$ cat src/rtl/pipe_skid_reg.sv
// Pipeline stage register with valid/ready handshake and a two-entry skid buffer.
// Optional statistics counters are built only when PIPE_SKID_REG_STATS_EN is defined.
module pipe_skid_reg #(
  parameter int DATA_W = 32,
  parameter int CNT_W  = 16
) (
  input  logic              clk,
  input  logic              reset,
  input  logic              flush,
  input  logic              in_valid,
  output logic              in_ready,
  input  logic [DATA_W-1:0] in_data,
  output logic              out_valid,
  input  logic              out_ready,
  output logic [DATA_W-1:0] out_data
`ifdef PIPE_SKID_REG_STATS_EN
  ,
  output logic [CNT_W-1:0]  stall_cnt,
  output logic [CNT_W-1:0]  bubble_cnt
`endif
);

  typedef enum logic [1:0] {
    S_EMPTY = 2'd0,
    S_ONE   = 2'd1,
    S_FULL  = 2'd2
  } state_t;

  state_t            state_q, state_d;
  logic [DATA_W-1:0] main_q, main_d;
  logic [DATA_W-1:0] skid_q, skid_d;
  logic              in_ready_q;
  logic              acc, take;

  assign out_valid = (state_q != S_EMPTY);
  assign out_data  = main_q;
  assign in_ready  = in_ready_q;

  assign acc  = in_valid & in_ready_q;
  assign take = out_valid & out_ready;

  always_comb begin
    state_d = state_q;
    main_d  = main_q;
    skid_d  = skid_q;
    if (flush) begin
      state_d = S_EMPTY;
      main_d  = '0;
      skid_d  = '0;
    end else begin
      unique case (state_q)
        S_EMPTY: begin
          if (acc) begin
            state_d = S_ONE;
            main_d  = in_data;
          end
        end
        S_ONE: begin
          if (acc && take) begin
            main_d = in_data;
          end else if (acc) begin
            state_d = S_FULL;
            skid_d  = in_data;
          end else if (take) begin
            state_d = S_EMPTY;
          end
        end
        S_FULL: begin
          if (take) begin
            state_d = S_ONE;
            main_d  = skid_q;
          end
        end
        default: state_d = S_EMPTY;
      endcase
    end
  end

  // in_ready is registered from the next state so out_ready never reaches it combinationally.
  always_ff @(posedge clk or negedge reset) begin
    if (!reset) begin
      state_q    <= S_EMPTY;
      main_q     <= '0;
      skid_q     <= '0;
      in_ready_q <= 1'b1;
    end else begin
      state_q    <= state_d;
      main_q     <= main_d;
      skid_q     <= skid_d;
      in_ready_q <= (state_d != S_FULL);
    end
  end

`ifdef PIPE_SKID_REG_STATS_EN
  localparam logic [CNT_W-1:0] CNT_MAX = {CNT_W{1'b1}};

  // Counters survive flush; only reset clears them.
  always_ff @(posedge clk or negedge reset) begin
    if (!reset) begin
      stall_cnt  <= '0;
      bubble_cnt <= '0;
    end else begin
      if (out_valid && !out_ready && stall_cnt != CNT_MAX)
        stall_cnt <= stall_cnt + 1'b1;
      if (!out_valid && bubble_cnt != CNT_MAX)
        bubble_cnt <= bubble_cnt + 1'b1;
    end
  end
`endif

endmodule

$ cat config.mk
export PLATFORM = sky130hd
export DESIGN_NAME = pipe_skid_reg
export DESIGN_NICKNAME = d
export VERILOG_FILES = /design/src/rtl/pipe_skid_reg.sv
export SDC_FILE = /design/constraint.sdc
export NUM_CORES = 1
export LEC_CHECK = 0
export BUFFER_PORTS_ARGS = -buffer_cell sky130_fd_sc_hd__buf_2
export CAP_MARGIN = 10
export CORE_ASPECT_RATIO = 0.8
export CORE_MARGIN = 2
export CORE_UTILIZATION = 45
export CTS_CLUSTER_SIZE = 25
export DETAILED_ROUTE_END_ITERATION = 10
export HOLD_SLACK_MARGIN = 0.1
export PLACE_DENSITY = 0.69
export SYNTH_ARGS = -nofsm -noshare
export SYNTH_HDL_FRONTEND = slang
export SYNTH_SLANG_ARGS = --single-unit
$ cat constraint.sdc
create_clock -name clk -period 2 [get_ports clk]
set_input_delay 0.5 -clock clk [delete_from_list [all_inputs] [get_ports clk]]
set_output_delay 0.5 -clock clk [all_outputs]
set_load 0.02 [all_outputs]
==> impl_metrics.ini, run 1 <==
[run_status]
status = finished, final reports clean

[yosys]
async_reset_ff_share_pct = 100
yosys-top-cells-area = dfrtp_1 (57%), mux2i_1 (11%), a22o_1 (9.7%), o31ai_1 (8.3%), nand2_1 (4.4%)
synth_top_area_cell = dfrtp_1
synth-simple-area-share_pct = 6.45
synth_cells = 231
ys.flop_type = dfrtp_1
yosys_warnings = 0
synth_top_cell_area_share_pct = 57.1
synth_edf_count = 0
synth_nets = 268
ys_seq_elements = 67
synthTopCellsByCount = dfrtp_1 (66), nand2_1 (34), a22o_1 (32), mux2i_1 (32), o31ai_1 (32)
muxShareOfSynthArea_pct = 11.1
seq_area_frac_synth_pct = 58.0
synthAdderAreaFrac_pct = 0
synth_cell_types = 22
syn_avg_cell_area_um2 = 12.5
synth-compound-area-share_pct = 19.5
synth_most_common_cell = dfrtp_1
syn_area_um2 = 2890
synth_top_family_by_area = compound AO/OA/AOI/OAI gates
synth-xor-area-share_pct = 0.303

[critical_path]
reg2reg_from = in_ready$_DFF_PN1_
regToRegEndpoint = skid_q[14]$_DFFE_PN0P_
reg2reg_depth = 5
path_max_fanout = 7
worst_ep_arrival_time_ps = 1300
crit_type = flop to output port
r2r_slack_ps = 390
crit_required_ps = 1500
start_kind = flop
endpoint_kind = output port

[floorplan]
fp.dieW_um = 93.6
ioPinCount = 71
die_h_um = 75.7
die_area_um2 = 7090
rows = 26
initial_core_util_pct = 45.8
core_area_um2 = 6310

[power]
p_comb_share_pct = 13.7
p_seq_share_pct = 47.0
leakage_nw = 1.78
intPower_mw = 2.33
finalPower_mw = 3.14
power_switching_uw = 808
pwr-share-clk_pct = 39.3
swShare_pct = 25.8
power.density_nw_per_um2 = 873
peakVddDrop_mv = 0.450

[routing]
dr.pass1.iters = 4
vias = 2100
ant_nets = 0
drc_errors = 0
drt_iter0_drc = 79
wl_per_cell_um = 15.7
wl_mm = 6.20
viasPerCell = 5.33

[timing]
clock.fmax_ghz = 0.557
timing.final.ws_setup_ps = 204
tightest_slew_ps = 705
fin_crit_sh_pct = 89.8
setup_tns_ps = 0
rsz0062_at_grt = no
final-setup-viol-count = 0
whs_ps = 157
finalHoldViolCount = 0
max_slew_margin_pct = 53.0
skew_ps = 10.2
period_minus_slack_ps = 1800
slew_violations = 0

[clock_network]
worst_setup_hold_path_clk_slew_ps = 70
cts_setup_buffers = 0
cts_root_buf = clkbuf_8
clock_insertion_delay_worst_skew_ps = 340
clockBufferDepth = 2
htree_levels = 3
cts.sinks = 67
cts_buffers = 9
hold_buffers = 0
post_cts_resized = 0
tritoncts = built

[finish]
multiInputGateArea_um2 = 1100
fin_cells = 394
nFillCells = 564
final_area_um2 = 3590
drive_gt1_share_pct = 33.5
final_util_pct = 56.9
syn2layout_area_growth_pct = 24.1
diodes = 0
register_area_um2 = 1680
final_nets = 342

[global_route]
grt_use_total_pct = 19.9
grt_max_degree = 68
grt_overflow = 0
antenna_found_initial = 0
grt_pass1_wl_mm = 10.7
grt_pass1_vias = 2150

[place]
gp_congestion = 0.739
place.port_buffers = 70
pre_cts_ws_ps = 178
dp.cells = 378
place_area_um2 = 3370
dpl.hpwl_mm = 4.03

[run]
cap_violations = 0

[min_path]
hp-class = primary input to asynchronous set/reset pin
==> worst max-delay path, stage by stage, from the launching register on <==
cell and delay (ps):
dfrtp_1 460, or2_2 330, buf_2 160
==> power by group through the flow <==
stage	registers, mW	logic, mW	clock network (mW)
finish	1.47	0.430	1.23
global route	1.48	0.477	1.32
CTS	1.48	0.438	1.27
detailed placement	1.50	0.437	0
global placement	1.50	0.431	0
floorplan	1.57	0.179	0
==> area by class of cell <==
| type | count | area share, % |
|---|---|---|
| clock buffer | 11 | 3.94 |
| timing repair buffer | 83 | 13.5 |
| tap | 84 | 2.93 |
| sequential | 67 | 46.7 |
| multi-input combinational | 143 | 30.6 |
| inverter | 1 | 0.105 |
| clock inverter | 5 | 2.16 |
==> placed cells by master (no fill, tap or decap), types with 2 or more instances in the layout <==
cell type / n
buf_2: 70
dfrtp_1: 66
nand2_1: 34
mux2i_1: 32
o31ai_1: 32
a22o_1: 32
clkbuf_8: 10
buf_4: 10
buf_12: 3
nand2b_1: 2
clkinv_2: 2
bufinv_16: 2
==> how the worst max path moves through the flow <==
stage	from	endpoint	slack, ps	cells past startpoint
after detailed placement	out_ready	out_data[18]$_DFFE_PN0P_	180	7
after CTS	state_q[1]$_DFF_PN0_	out_valid	180	2
after global placement	out_ready	out_data[11]$_DFFE_PN0P_	240	7
after floorplan	flush	skid_q[10]$_DFFE_PN0P_	340	4
final	state_q[1]$_DFF_PN0_	out_valid	200	2
after global routing	state_q[1]$_DFF_PN0_	out_valid	140	2
==> cell families after synthesis <==
| group | after synthesis |
|---|---|
| muxes | 32 |
| xor gates and xnor gates | 1 |
| AOI/OAI and AO/OA | 67 |
| DFF | 67 |
| buffers and inverters | 21 |
| and+or+nand+nor | 43 |
==> layer usage <==
metal	routed length, um	up-vias	GRT usage, %
li1	-	1003	-
met1	2840	1028	25.9
met2	2850	62	31.7
met3	459	7	8.01
met4	52	0	5.15
met5	0	-	0
==> flip-flops by register name (all words and copies together), names as in the netlist <==
signal,count
in_ready,1
out_data,32
skid_q,32
state_q,2
Power figures use the tool's default switching activity.
==> run 2, diff against run 1 <==
ABC_AREA = 1   (was unset)
BUFFER_PORTS_ARGS = unset   (was -buffer_cell sky130_fd_sc_hd__buf_2)
CAP_MARGIN = 0   (was 10)
DONT_BUFFER_PORTS = 1   (was unset)
PLACE_DENSITY = unset   (was 0.69)
==> impl_metrics.ini, run 2 <==
[run_status]
status = complete, but fails checks
violations = hold timing

[clock_network]
post_cts_resized = 0
clockBufferDepth = 2
htree_levels = 3
tritoncts = built
clock_insertion_delay_worst_skew_ps = 340
cts.sinks = 67
worst_setup_hold_path_clk_slew_ps = 70
cts_buffers = 9
cts_root_buf = clkbuf_8
cts_setup_buffers = 0

[global_route]
grt_use_met1_pct = 28.0
grt_overflow = 0
grt_use_total_pct = 22.2
grtUsageMet2_pct = 36.3
grt_pass1_vias = 2601
grt_pass1_wl_mm = 13.3
antenna_found_initial = 0
grtUsageMet3_pct = 7.92
grt_max_degree = 68
grt_busiest_layer = met2

[critical_path]
reg2reg_from = in_ready$_DFF_PN1_
start_kind = flop
r2r_slack_ps = 360
regToRegEndpoint = out_data[28]$_DFFE_PN0P_
critical_path_depth = 7
path_max_fanout = 18
endpoint_kind = flop
reg2reg_depth = 7
slowest_stage = dfstp_2
startpoint = in_ready$_DFF_PN1_
crit_type = flop to flop
cp-endpoint = out_data[28]$_DFFE_PN0P_
cpPeakStageDelay_ps = 590
crit_required_ps = 2280
cpMostUsedCell = nand2_1
worst_path_dominant_cell_family = simple AND/OR/NAND/NOR gates
cp.buffers_inverters = 1
worst_ep_arrival_time_ps = 1910
cp_cell_sequence = nand2_1 > nand2_1 > nand3_1 > nand3_2 > buf_12 > nand2_1 > nand2_1

[yosys]
synth_top_area_cell = dfrtp_1
synthTopCellsByCount = nand2_1 (233), dfrtp_1 (66), nand4_1 (32)
ys.flop_type = dfrtp_1
yosys_warnings = 0
synth_most_common_cell = nand2_1
yosys-top-cells-area = dfrtp_1 (52%), nand2_1 (28%), nand4_1 (6.3%), a21oi_1 (4.9%), buf_2 (1.9%)
syn_avg_cell_area_um2 = 7.67
synth_nets = 450
ys_seq_elements = 67
syn_area_um2 = 3170
synth_cell_types = 19
async_reset_ff_share_pct = 100
seq_area_frac_synth_pct = 52.9
synth_top_cell_area_share_pct = 52.1
synth_cells = 413
synth_edf_count = 0

[finish]
final_area_um2 = 3450
final_common_cell = nand2_1
multiInputGateArea_um2 = 1330
drive_gt1_share_pct = 8.29
final_cell_mix = nand2_1 (233), dfrtp_1 (66), nand4_1 (32)
register_area_um2 = 1680
final_nets = 442
syn2layout_area_growth_pct = 8.76
diodes = 0
nFillCells = 677

[timing]
fin_crit_sh_pct = 81.8
final-setup-viol-count = 0
slew_violations = 0
tightest_slew_ps = 582
rsz0062_at_grt = no
setup_tns_ps = 0
finalHoldViolCount = 66
skew_ps = 4.92
clock.fmax_ghz = 0.611
max_slew_margin_pct = 61.1
whs_ps = -155
period_minus_slack_ps = 1640

[routing]
dr.pass1.iters = 4
wl_per_cell_um = 16.2
viasPerCell = 5.27
vias = 2619
drc_errors = 0
ant_nets = 0
drt_iter0_drc = 196
wl_mm = 8.04

[floorplan]
core_area_um2 = 6860
die_h_um = 79.1
ioPinCount = 71
fp.dieW_um = 97.8
rows = 27
initial_core_util_pct = 46.2
die_area_um2 = 7730

[power]
leakage_nw = 1.85
power.density_nw_per_um2 = 871
peakVddDrop_mv = 0.465

[place]
gp_congestion = 0.764
place.port_buffers = 0
dpl.hpwl_mm = 4.86
place_area_um2 = 3230

[min_path]
hp-class = primary input to asynchronous set/reset pin

[run]
cap_violations = 0
-- run 2: changes by cell type after synthesis, moves of 4 or more --
cell | before | now
nand2_1 | 34 | 233
a21oi_1 | 0 | 31
nor2_1 | 2 | 7
buf_4 | 0 | 6
a22o_1 | 32 | 0
nand4_1 | 0 | 32
mux2i_1 | 32 | 0
inv_2 | 0 | 4
buf_2 | 2 | 12
buf_6 | 7 | 0
o31ai_1 | 32 | 0
-- run 2: worst register-to-register path, stage by stage, from the launching register on --
cell and delay (ps):
dfstp_2 590, nand2_1 150, nand2_1 120, nand3_1 110
nand3_2 270, buf_12 200, nand2_1 60, nand2_1 60
-- run 2: routing by layer --
metal,routed length [um],vias up
met1,3620,1225
met3,626,6
met2,3730,81
met5,0,-
li1,-,1307
met4,62,0
-- run 2: logic make-up after synthesis --
logic type | Yosys count | share of synthesized area, %
compound gates | 34 | 5.53
flops | 67 | 52.9
buf+inv | 35 | 5.33
simple gates | 277 | 36.2
-- run 2: report_power, final --
group          leakage (nW)  internal [mW]  switching, mW
Combinational         0.845         0.0843          0.165
Sequential            0.897           1.43          0.137
Clock                 0.108          0.673          0.511
-- run 2: through the flow --
step / std cells / power, mW / setup WS, ps / utilization (%) / hold WS [ps]
after floorplan: 413 / 1.78 / 600 / - / 204
after detailed placement: 481 / 1.85 / 283 / 47.2 / 206
final: 497 / 3.00 / 364 / 50.3 / -155
after global routing: 497 / 3.14 / 161 / 50.3 / -177
after global placement: 481 / 1.84 / 359 / 47.2 / 206
after CTS: 497 / 3.04 / 335 / 50.3 / -172
-- run 2: final cells by class --
type	count	area share, %
clock buffer	12	4.79
clock inverter	4	1.38
inverter	7	0.762
multi-input combinational	311	38.5
sequential	67	48.7
tap	87	3.16
timing repair buffer	9	2.69
-- run 2: worst min-delay path by stage --
stage | slack [ps] | from | endpoint | cells past startpoint
final | -160 | reset | skid_q[11]$_DFFE_PN0P_ | 0
after CTS | -170 | reset | out_data[11]$_DFFE_PN0P_ | 0
after detailed placement | 210 | reset | out_data[11]$_DFFE_PN0P_ | 0
after global placement | 210 | reset | out_data[11]$_DFFE_PN0P_ | 0
after global routing | -180 | reset | out_data[17]$_DFFE_PN0P_ | 0
after floorplan | 200 | reset | out_data[0]$_DFFE_PN0P_ | 0
==> run 3, diff against run 2 <==
clock period = 1.4 ns   (was 2 ns; I/O delays follow)
==> impl_metrics.ini, run 3 (synthesis results as in run 2) <==
[timing]
skew_ps = 7.47
slew_violations = 0
tightest_slew_ps = 286
final-setup-viol-count = 0
rsz0062_at_grt = yes
period_minus_slack_ps = 1370
clock.fmax_ghz = 0.728
fin_crit_sh_pct = 98.1
whs_ps = -302
max_slew_margin_pct = 80.9
finalHoldViolCount = 67

[run]
cap_violations = 0

[critical_path]
startpoint = state_q[1]$_DFF_PN0_
cp_cell_sequence = inv_4 > nand2_2
reg2reg_from = in_ready$_DFF_PN1_
start_kind = flop
cp-endpoint = out_valid
reg2reg_depth = 5
r2r_slack_ps = 30
regToRegEndpoint = skid_q[9]$_DFFE_PN0P_
cpPeakStageDelay_ps = 460
critical_path_depth = 2
worst_path_dominant_cell_family = flip-flops
crit_type = flop to output port
cp.buffers_inverters = 1
slowest_stage = dfrtp_2
crit_required_ps = 1050
worst_ep_arrival_time_ps = 1020
path_max_fanout = 5
endpoint_kind = output port

[finish]
syn2layout_area_growth_pct = 16.9
final_util_pct = 54.0
final_nets = 456
final_common_cell = nand2_1
drive_gt1_share_pct = 12.7
nFillCells = 654
final_cell_mix = nand2_1 (229), dfrtp_1 (65), nand4_1 (32)
register_area_um2 = 1680
diodes = 0
multiInputGateArea_um2 = 1370

[global_route]
antenna_found_initial = 0
grt_overflow = 0
grt_max_degree = 68
grt_use_total_pct = 22.5
grt_pass1_vias = 2575
grt_pass1_wl_mm = 13.6

[floorplan]
core_area_um2 = 6860
rows = 27
fp.dieW_um = 97.8
ioPinCount = 71
die_area_um2 = 7730
die_h_um = 79.1
initial_core_util_pct = 46.2

[routing]
drt_iter0_drc = 173
viasPerCell = 5.25
wl_per_cell_um = 15.9
ant_nets = 0
drc_errors = 0
vias = 2681
wl_mm = 8.14
dr.pass1.iters = 4

[clock_network]
htree_levels = 3
clock_insertion_delay_worst_skew_ps = 340
cts.sinks = 67
tritoncts = built
clockBufferDepth = 2
worst_setup_hold_path_clk_slew_ps = 70
cts_root_buf = clkbuf_8
cts_buffers = 9

[power]
power.density_nw_per_um2 = 1220
p_comb_share_pct = 9.8
p_seq_share_pct = 49.8
peakVddDrop_mv = 0.563
intPower_mw = 3.32
swShare_pct = 26.1
pwr-share-clk_pct = 40.4
power_switching_mw = 1.18
leakage_nw = 1.96

[place]
dpl.hpwl_mm = 5.17
place.port_buffers = 0
gp_congestion = 0.818

[min_path]
hp-class = primary input to asynchronous set/reset pin

[run_status]
violations = hold timing
status = complete, but fails checks
## run 3: changes by cell type in the layout (fill, tap and decap cells not counted), sizes merged
cell,before,now
dlygate4sd3,0,1
bufinv,1,2
clkinv,2,1
buf,9,22
## run 3: layer usage
metal	share of wire [%]	wire length, um	track usage, %
met1	48	3940	31.6
met5	0	0	0
met3	7.4	602	7.31
met2	44	3550	33.3
met4	0.70	57	6.67
## run 3: what timing repair did
item / in CTS / in global routing
pin swaps: 0 / 3
buffers inserted: 0 / 1
hold endpoints to repair: 67 / 68
resized for setup: 9 / 7
setup endpoints to repair: 27 / 66
## run 3: worst min path at each step
stage	from	end	slack, ps
global route	reset	out_data[11]$_DFFE_PN0P_	-330
detailed placement	reset	out_data[11]$_DFFE_PN0P_	60
finish	reset	out_data[11]$_DFFE_PN0P_	-300
global placement	reset	skid_q[11]$_DFFE_PN0P_	60
floorplan	reset	out_data[0]$_DFFE_PN0P_	50
CTS	reset	out_data[11]$_DFFE_PN0P_	-320
## run 3: cell type report
| cell class | count | area share (%) |
|---|---|---|
| sequential | 67 | 45.3 |
| tap | 87 | 2.94 |
| timing repair buffer | 23 | 7.84 |
| multi-input combinational | 311 | 37.0 |
| clock inverter | 4 | 1.96 |
| inverter | 7 | 0.777 |
| clock buffer | 12 | 4.19 |
## run 3: power groups by stage
stage	combinational [mW]	clock, mW	sequential [mW]
after floorplan	0.294	0	2.25
after global placement	0.406	0	2.28
after detailed placement	0.410	0	2.28
after CTS	0.428	1.86	2.24
after global routing	0.495	1.95	2.25
final	0.441	1.82	2.24
## run 3: through the flow
stage	setup WS [ps]	instance area, um^2	setup TNS (ps)	cells	total power, mW
2_1_floorplan	24.7	3170	0	413	2.55
3_3_place_gp	28.1	3400	0	493	2.68
3_5_place_dp	-1.80	3400	-2.04	493	2.69
4_1_cts	-1.42	3670	-1.42	509	4.53
5_1_grt	-21.4	3700	-178	511	4.69
6_report	26.8	3700	0	511	4.50
## run 3: worst reg2reg max path, stage by stage, from the launching register on
cell	delay [ps]
dfstp_2	540
nand2_2	100
nor3_4	320
buf_4	220
nand2_1	60
nand2_1	60
